**src/rtl/lsq_mem_arbiter.sv**
```systemverilog
// lsq_mem_arbiter: shares the single data-memory port between LSQ loads and
// retired stores. Stores win on a same-word address hazard or once loads
// have starved them for STARVE_LIMIT grants in a row. One access is in
// flight at a time. The request is held stable until mem_ack arrives.
module lsq_mem_arbiter #(
   parameter int unsigned STARVE_LIMIT = 4,
   parameter int unsigned TIMEOUT      = 64
) (
   input  logic        clk,
   input  logic        rstn,
   input  logic        ld_valid,
   input  logic [31:0] ld_pc,
   input  logic [31:0] ld_addr,
   output logic        ld_ready,
   input  logic        st_valid,
   input  logic [31:0] st_pc,
   input  logic [31:0] st_addr,
   input  logic [31:0] st_data,
   output logic        st_ready,
   output logic        mem_req,
   output logic        mem_we,
   output logic [31:0] mem_addr,
   output logic [31:0] mem_wdata,
   input  logic        mem_ack,
   input  logic [31:0] mem_rdata,
   output logic        ld_done,
   output logic [31:0] ld_done_pc,
   output logic [31:0] ld_data,
   output logic        st_done,
   output logic [31:0] st_done_pc,
   output logic        busy,
   output logic        err
);

   typedef enum logic [1:0] {IDLE, LD_WAIT, ST_WAIT} state_t;

   state_t      state;
   logic [7:0]  streak;
   logic [7:0]  tmo_cnt;
   logic [31:0] pc_lat;
   logic        hazard;
   logic        starve;
   logic        grant_ld;
   logic        grant_st;
   logic        ack_seen;

   // Arbitration: hazard, then starvation, then load, then store; IDLE only.
   always_comb begin
      hazard   = st_valid & ld_valid & (st_addr[31:2] == ld_addr[31:2]);
      starve   = st_valid & (streak == 8'(STARVE_LIMIT));
      grant_ld = 1'b0;
      grant_st = 1'b0;
      if (state == IDLE) begin
         if (hazard || starve) begin
            grant_st = 1'b1;
         end else if (ld_valid) begin
            grant_ld = 1'b1;
         end else if (st_valid) begin
            grant_st = 1'b1;
         end
      end
   end

   assign ld_ready = grant_ld;
   assign st_ready = grant_st;
   // An ack only counts while a request is actually outstanding.
   assign ack_seen = mem_req & mem_ack;

   // Count loads granted past a waiting store; any store grant or idle store side clears it.
   always_ff @(posedge clk or negedge rstn) begin
      if (!rstn) begin
         streak <= 8'd0;
      end else if (!st_valid || grant_st) begin
         streak <= 8'd0;
      end else if (grant_ld && (streak != 8'hFF)) begin
         streak <= streak + 8'd1;
      end
   end

   // Main FSM: latch the granted request, wait for ack, pulse completion, track timeout.
   always_ff @(posedge clk or negedge rstn) begin
      if (!rstn) begin
         state      <= IDLE;
         busy       <= 1'b0;
         mem_req    <= 1'b0;
         mem_we     <= 1'b0;
         mem_addr   <= 32'd0;
         mem_wdata  <= 32'd0;
         ld_done    <= 1'b0;
         ld_done_pc <= 32'd0;
         ld_data    <= 32'd0;
         st_done    <= 1'b0;
         st_done_pc <= 32'd0;
         err        <= 1'b0;
         tmo_cnt    <= 8'd0;
         pc_lat     <= 32'd0;
      end else begin
         ld_done <= 1'b0;
         st_done <= 1'b0;
         case (state)
            IDLE: begin
               if (grant_ld) begin
                  state    <= LD_WAIT;
                  busy     <= 1'b1;
                  mem_req  <= 1'b1;
                  mem_we   <= 1'b0;
                  mem_addr <= ld_addr;
                  pc_lat   <= ld_pc;
                  tmo_cnt  <= 8'd0;
               end else if (grant_st) begin
                  state     <= ST_WAIT;
                  busy      <= 1'b1;
                  mem_req   <= 1'b1;
                  mem_we    <= 1'b1;
                  mem_addr  <= st_addr;
                  mem_wdata <= st_data;
                  pc_lat    <= st_pc;
                  tmo_cnt   <= 8'd0;
               end
            end
            LD_WAIT, ST_WAIT: begin
               if (ack_seen) begin
                  state   <= IDLE;
                  busy    <= 1'b0;
                  mem_req <= 1'b0;
                  if (state == LD_WAIT) begin
                     ld_done    <= 1'b1;
                     ld_done_pc <= pc_lat;
                     ld_data    <= mem_rdata;
                  end else begin
                     st_done    <= 1'b1;
                     st_done_pc <= pc_lat;
                  end
               end else begin
                  // Keep waiting; err latches once the wait hits TIMEOUT cycles.
                  if (tmo_cnt != 8'hFF) begin
                     tmo_cnt <= tmo_cnt + 8'd1;
                  end
                  if (tmo_cnt == 8'(TIMEOUT - 1)) begin
                     err <= 1'b1;
                  end
               end
            end
            default: begin
               state   <= IDLE;
               busy    <= 1'b0;
               mem_req <= 1'b0;
            end
         endcase
      end
   end

endmodule

```
**config.mk**
```make
export PLATFORM = sky130hd
export DESIGN_NAME = lsq_mem_arbiter
export DESIGN_NICKNAME = d
export VERILOG_FILES = /design/src/rtl/lsq_mem_arbiter.sv
export SDC_FILE = /design/constraint.sdc
export NUM_CORES = 1
export LEC_CHECK = 0
export CORE_MARGIN = 4
export CORE_UTILIZATION = 35
export DETAILED_ROUTE_END_ITERATION = 7
export PLACE_DENSITY_LB_ADDON = 0.3
export SLEW_MARGIN = 20
export SYNTH_ARGS = -nofsm -noshare
export SYNTH_HDL_FRONTEND = slang
export SYNTH_SLANG_ARGS = --single-unit
```
**constraint.sdc**
```tcl
create_clock -name clk -period 2.18 [get_ports clk]
set_input_delay 0.218 -clock clk [delete_from_list [all_inputs] [get_ports clk]]
set_output_delay 0.218 -clock clk [all_outputs]
set_load 0.005 [all_outputs]
```
==> flow_summary.yaml, run 1 <==
cts:
  htree_levels: 1
  numCtsBuffers: 25
  cts.path.max_buffers: 3
  cts.sinks: 215
  cts_tree: "built"
  clock-root-buffer: "clkbuf_16"
  insertion_delay_ps: 510
  path_clk_slew_ps: 60
placement:
  gp_congestion: 0.791
  place_ws_ps: -656
  dp_cells: 1739
  io_buffer_count: 364
  dp_hpwl_um: 23400
die:
  num_io_pins: 365
  fp.dieW_um: 174
  num_rows: 60
  initial_core_util_pct: 35.8
  die_area_um2: 30400
  die_h_um: 174
  core_um2: 27100
power:
  power_leakage_nw: 6.87
  intPower_w: 0.0127
  clockPowerShare_pct: 21.6
  p_comb_share_pct: 42.5
  switchingPower_w: 0.00625
  ir_worst_vdd_mv: 0.611
  pwr-share-seq_pct: 35.9
  power.density_nw_per_um2: 1270
  swShare_pct: 33.0
critical_path:
  max_stage_delay_ps: 560
  crit_required_ps: 1960
  reg2reg_slack_ps: 110
  worst_setup_path_start_kind: "primary input"
  cp_max_fo: 2
  crit_path_end_kind: "output port"
  worstSetupPathType: "in -> out"
  slowest_stage: "or4_4"
  crit_chain: "clkdlybuf4s15_2 > xor2_1 > or4_4 > nor4_4 > buf_4 > a21oi_4 > a21o_4 > inv_2 > buf_6"
  arrival_ps: 2000
logic_synthesis:
  ys.flop_type: "dfrtp_1"
  synth_top_family_by_area: "simple AND/OR/NAND/NOR gates"
  synthArstFlopShare_pct: 100
  syn_area_um2: 9690
  syn-num-nets: 1218
  yosys.area_share.simple_pct: 23.4
  synth_mux_area_share_pct: 4.92
  synth_adder_area_share_pct: 0.645
  syn-instance-count: 1016
  synth-compound-area-share_pct: 9.15
  ys_types: 47
  syn_area_per_cell_um2: 9.54
  synth_warnings: 0
  synth-seq-cells: 215
  ys_seq_area_share_pct: 55.5
  synth_xor_area_share_pct: 2.71
  synth-edff-count: 0
grt:
  overflow: 0
  grt_max_degree: 71
  track_usage_pct: 20.5
  antenna_found_initial: 1
  grt_pass1_wl_um: 50500
  grt_pass1_vias: 9085
detailed_routing:
  drc: 0
  drtPass1Iterations: 4
  wl_per_cell_um: 18.1
  drt_iter0_markers: 405
  routed_via_density: 4.90
  ant_nets: 0
  wl_um: 32400
  vias: 8782
timing:
  fin_crit_ps: 2220
  max_freq_mhz: 450
  timing.hold.ws_ps: 54.5
  min_period_over_period_pct: 102
  final_hold_viol_count: 0
  setup_viol: 2
  rsz0062_at_grt: "yes"
  max_slew_margin_pct: 58.3
  clock_skew_ps: 11.1
  worst-slew-pin-transition_ps: 625
  tns_ps: -82.6
  timing.final.ws_setup_ps: -42.6
  finalMaxSlewViolations: 0
status:
  violations: "negative setup slack"
  outcome: "finished with violations"
worst_hold_path:
  hold_path.class: "in -> reg"
cells_and_area:
  area_delta_synth_final_pct: 54.4
  drive_gt1_share_pct: 12.9
  nets: 1604
  fin_cells: 1792
  final_util_pct: 55.2
run:
  cap_violations: 0
-- cell families (layout without fill, tap and decap cells) --
group | count (synthesis) | in the layout
AO/OA/AOI/OAI | 111 | 111
XOR/XNOR | 30 | 30
adder cells (fa/ha/maj) | 5 | 5
buffers and inverters | 78 | 481
flip-flops | 215 | 215
multiplexers | 33 | 33
other | 0 | 1
AND/OR/NAND/NOR | 544 | 544
-- critical path, delay by kind of cell --
kind                   cells  cell delay, ps
AND/OR/NAND/NOR            2             830
AO/OA/AOI/OAI              2             290
XOR/XNOR                   1             160
buffers and inverters      4             500
-- final timing paths --
path | endpoint | cells past startpoint | start
min in group asynchronous | pc_lat[10]$_DFFE_PN0P_ | 2 | rstn
max reg2reg | streak[5]$_DFFE_PN0P_ | 8 | streak[4]$_DFFE_PN0P_
max | st_ready | 9 | ld_addr[14]
min | mem_addr[30]$_DFFE_PN0P_ | 3 | st_addr[30]
min reg2reg | ld_data[30]$_DFFE_PN0P_ | 2 | ld_data[30]$_DFFE_PN0P_
max in group asynchronous | err$_DFFE_PN0P_ | 3 | rstn
-- cells in the final DEF (no fill, tap or decap), drive strengths merged, types with 3 or more instances in the layout --
cell | Yosys | routed
dlygate4sd2 | 0 | 8
a22o | 3 | 3
o21ai | 13 | 13
nand3 | 68 | 68
ha | 5 | 5
clkbuf | 39 | 34
nor2 | 6 | 6
dfrtp | 215 | 215
clkinv | 0 | 8
nor3 | 3 | 3
and2 | 7 | 7
o211ai | 64 | 64
nand2 | 428 | 428
a21o | 3 | 3
xor2 | 3 | 3
clkdlybuf4s50 | 0 | 348
and3 | 4 | 4
buf | 25 | 61
o31ai | 3 | 3
a31o | 4 | 4
clkdlybuf4s15 | 0 | 3
inv | 14 | 14
xnor2 | 27 | 27
a21oi | 12 | 12
mux2 | 33 | 33
nand4 | 12 | 12
-- sequential cells by signal, summed over array words and instances, names as in the netlist --
signal	cells
busy	1
err	1
ld_data	32
ld_done	1
ld_done_pc	32
mem_addr	32
mem_wdata	32
mem_we	1
pc_lat	32
st_done	1
st_done_pc	32
state	2
streak	8
tmo_cnt	8
-- what timing repair did --
item / in CTS / in global routing
hold buffers: 1 / 0
gates resized for setup: 36 / 11
setup endpoints to repair: 85 / 45
buffers inserted: 4 / 3
pin swaps: 12 / 5
hold endpoints to repair: 63 / 0
-- layout make-up --
type | instances | area [µm²]
fill | 2416 | 12100
sequential | 215 | 5380
timing repair buffer | 423 | 4210
multi-input combinational | 723 | 4050
clock buffer | 34 | 729
tap | 372 | 465
clock inverter | 10 | 77.6
inverter | 14 | 52.6
antenna | 1 | 2.50
-- power groups by stage --
stage          Clock [W]  Combinational [W]  Sequential, W
2_1_floorplan          0            0.00339        0.00681
3_3_place_gp           0            0.00794        0.00679
3_5_place_dp           0            0.00812        0.00682
4_1_cts          0.00421            0.00816        0.00681
5_1_grt          0.00437            0.00879        0.00703
6_report         0.00409            0.00805        0.00681
-- through the flow --
stage	cell area [µm²]	power [W]
floorplan	9690	0.0102
global placement	14000	0.0147
detailed placement	14000	0.0149
CTS	14900	0.0192
global route	15000	0.0202
finish	15000	0.0189
-- cells in the mapped netlist, types with 3 or more instances --
| master | count | share of area [%] |
|---|---|---|
| a31o_2 | 4 | 0.36 |
| o211ai_1 | 44 | 3.4 |
| a21o_1 | 3 | 0.23 |
| nand3_1 | 68 | 3.5 |
| inv_1 | 14 | 0.54 |
| nand4_1 | 12 | 0.77 |
| mux2_2 | 5 | 0.58 |
| buf_1 | 11 | 0.43 |
| buf_2 | 6 | 0.31 |
| o21ai_0 | 12 | 0.62 |
| nor2_1 | 6 | 0.23 |
| xor2_1 | 3 | 0.27 |
| nand2_1 | 428 | 17 |
| mux2_4 | 28 | 4.3 |
| a21oi_1 | 11 | 0.57 |
| a22o_1 | 3 | 0.27 |
| clkbuf_1 | 39 | 1.5 |
| buf_6 | 7 | 0.81 |
| nor3_1 | 3 | 0.15 |
| and3_1 | 4 | 0.26 |
| and2_1 | 7 | 0.45 |
| ha_1 | 5 | 0.65 |
| dfrtp_1 | 215 | 56 |
| o211ai_2 | 20 | 2.6 |
| o31ai_1 | 3 | 0.23 |
| xnor2_1 | 27 | 2.4 |
-- layer usage --
layer | vias up | GRT usage, % | routed length, µm
li1 | 4152 | - | -
met1 | 4242 | 25.1 | 12900
met2 | 332 | 35.8 | 15900
met3 | 54 | 5.63 | 2760
met4 | 2 | 5.48 | 830
met5 | - | 0 | 11
(Power assumes the default switching activity.)
==> run 2, diff against run 1 <==
CAP_MARGIN = 20   (was default)
DONT_BUFFER_PORTS = 1   (was default)
==> flow_summary.yaml, run 2 (synthesis gave the netlist of run 1 again) <==
timing:
  max_slew_margin_pct: 67.2
  worst-slew-pin-transition_ps: 492
  setup_viol: 13
  min_period_over_period_pct: 104
  rsz0062_at_grt: "yes"
  timing.final.ws_setup_ps: -87.4
  finalMaxSlewViolations: 0
  clock_skew_ps: 7.55
  fin_crit_ps: 2270
  max_freq_mhz: 441
  final_hold_viol_count: 215
  tns_ps: -193
  timing.hold.ws_ps: -595
cells_and_area:
  fill_cells: 2398
  nets: 1419
  final_util_pct: 48.7
  final_common_cell: "nand2_1"
  final_cell_area_um2: 13200
  final_cell_mix: "nand2_1, dfrtp_1, dlygate4sd3_1"
  multi_input_area_um2: 4010
  regArea_um2: 5380
  area_delta_synth_final_pct: 36.1
  drive_gt1_share_pct: 12.8
critical_path:
  crit_path_end_kind: "output port"
  reg2reg_slack_ps: -20
  slowest_stage: "or4_4"
  crit_required_ps: 1960
  cp_max_fo: 3
  worst_setup_path_start_kind: "flop"
  r2r_start: "streak[4]$_DFFE_PN0P_"
  reg2regPathDepth: 7
  r2r-end: "mem_wdata[10]$_DFFE_PN0P_"
  worstSetupPathType: "reg -> out"
  max_stage_delay_ps: 560
  crit_chain: "or4_4 > nor2_4 > a21oi_4 > a21o_4 > buf_12 > clkinv_4"
  arrival_ps: 2050
power:
  switchingPower_w: 0.00594
  swShare_pct: 36.0
  p_comb_share_pct: 30.2
  clockPowerShare_pct: 25.0
  power.density_nw_per_um2: 1250
  ir_worst_vdd_mv: 0.705
  power_leakage_nw: 6.18
  intPower_w: 0.0106
  pwr-share-seq_pct: 44.8
die:
  num_rows: 60
  fp.dieW_um: 174
  die_h_um: 174
  core_um2: 27100
  initial_core_util_pct: 35.8
  die_area_um2: 30400
  num_io_pins: 365
detailed_routing:
  wl_per_cell_um: 20.5
  drtPass1Iterations: 5
  met2_length_um: 16500
  top_layer: "met4"
  drc: 0
  ant_nets: 0
  wl_met1_um: 12500
  drt_iter0_markers: 503
  vias: 8319
  wl_um: 33000
  wl_met3_um: 3140
  routed_via_density: 5.17
cts:
  cts.path.max_buffers: 3
  ctsHoldBuffers: 195
  path_clk_slew_ps: 60
  insertion_delay_ps: 510
  clock-root-buffer: "clkbuf_16"
  cts_tree: "built"
  htree_levels: 1
  numCtsBuffers: 24
  cts.sinks: 215
status:
  outcome: "finished with violations"
  violations: "negative hold slack, negative setup slack"
worst_hold_path:
  hold_path.class: "in -> async"
placement:
  placedInstanceArea_um2: 10300
  dp_hpwl_um: 20300
  gp_congestion: 0.782
  io_buffer_count: 0
grt:
  track_usage_pct: 20.8
  antenna_found_initial: 3
  grt_pass1_wl_um: 50800
  grt_pass1_vias: 8850
  overflow: 0
  grt_max_degree: 216
run:
  cap_violations: 0
## run 2: final cells by class
type	count	area share, %
diodes	3	0.0569
inverters	14	0.436
clock buffers	36	5.74
repair buffers	239	18.5
well taps	372	3.53
flip-flops and latches	215	40.8
clock inverters	8	0.512
multi-input cells	723	30.4
## run 2: worst max path at each step
stage / startpoint / end / cells after the start
6_report: streak[4]$_DFFE_PN0P_ / st_ready / 6
3_5_place_dp: ld_addr[14] / mem_addr[10]$_DFFE_PN0P_ / 8
2_1_floorplan: ld_addr[14] / mem_wdata[10]$_DFFE_PN0P_ / 8
4_1_cts: streak[7]$_DFFE_PN0P_ / st_ready / 6
5_1_grt: streak[4]$_DFFE_PN0P_ / st_ready / 6
3_3_place_gp: ld_addr[27] / mem_wdata[5]$_DFFE_PN0P_ / 8
## run 2: what timing repair did
| action | 4_1_cts | 5_1_grt |
|---|---|---|
| endpoints found under the hold margin | 346 | 215 |
| setup endpoints to repair | 2 | 44 |
| resized for setup | 7 | 4 |
| pin swaps | 4 | 11 |
| buffers inserted | 4 | 1 |
| cloned | 3 | 0 |
## run 2: per-layer routing
layer | GRT usage, % | vias up
met5 | 0 | -
met4 | 6.66 | 0
met3 | 5.92 | 65
met2 | 36.4 | 414
met1 | 24.6 | 4065
li1 | - | 3775
## run 2: per-stage QoR
stage | std cells | total power (W) | setup WS, ps | hold slack (ps)
floorplan | 1016 | 0.0102 | 113 | -77.6
detailed placement | 1360 | 0.0119 | 3.46 | -72.3
CTS | 1606 | 0.0166 | -111 | -627
global placement | 1360 | 0.0117 | -3.84 | -72.6
global route | 1610 | 0.0176 | -152 | -626
finish | 1610 | 0.0165 | -87.4 | -595
## run 2: critical path: cells and delay by family, from the launching register on
family,cells,cell delay (ps)
buffers and inverters,2,170
AND/OR/NAND/NOR,2,710
AO/OA/AOI/OAI,2,270
flip-flops,1,380
## run 2: power groups by stage
stage	Clock [W]	Sequential [W]	Combinational [W]
2_1_floorplan	0	0.00681	0.00339
3_3_place_gp	0	0.00743	0.00429
3_5_place_dp	0	0.00742	0.00446
4_1_cts	0.00425	0.00738	0.00495
5_1_grt	0.00442	0.00759	0.00555
6_report	0.00413	0.00740	0.00498
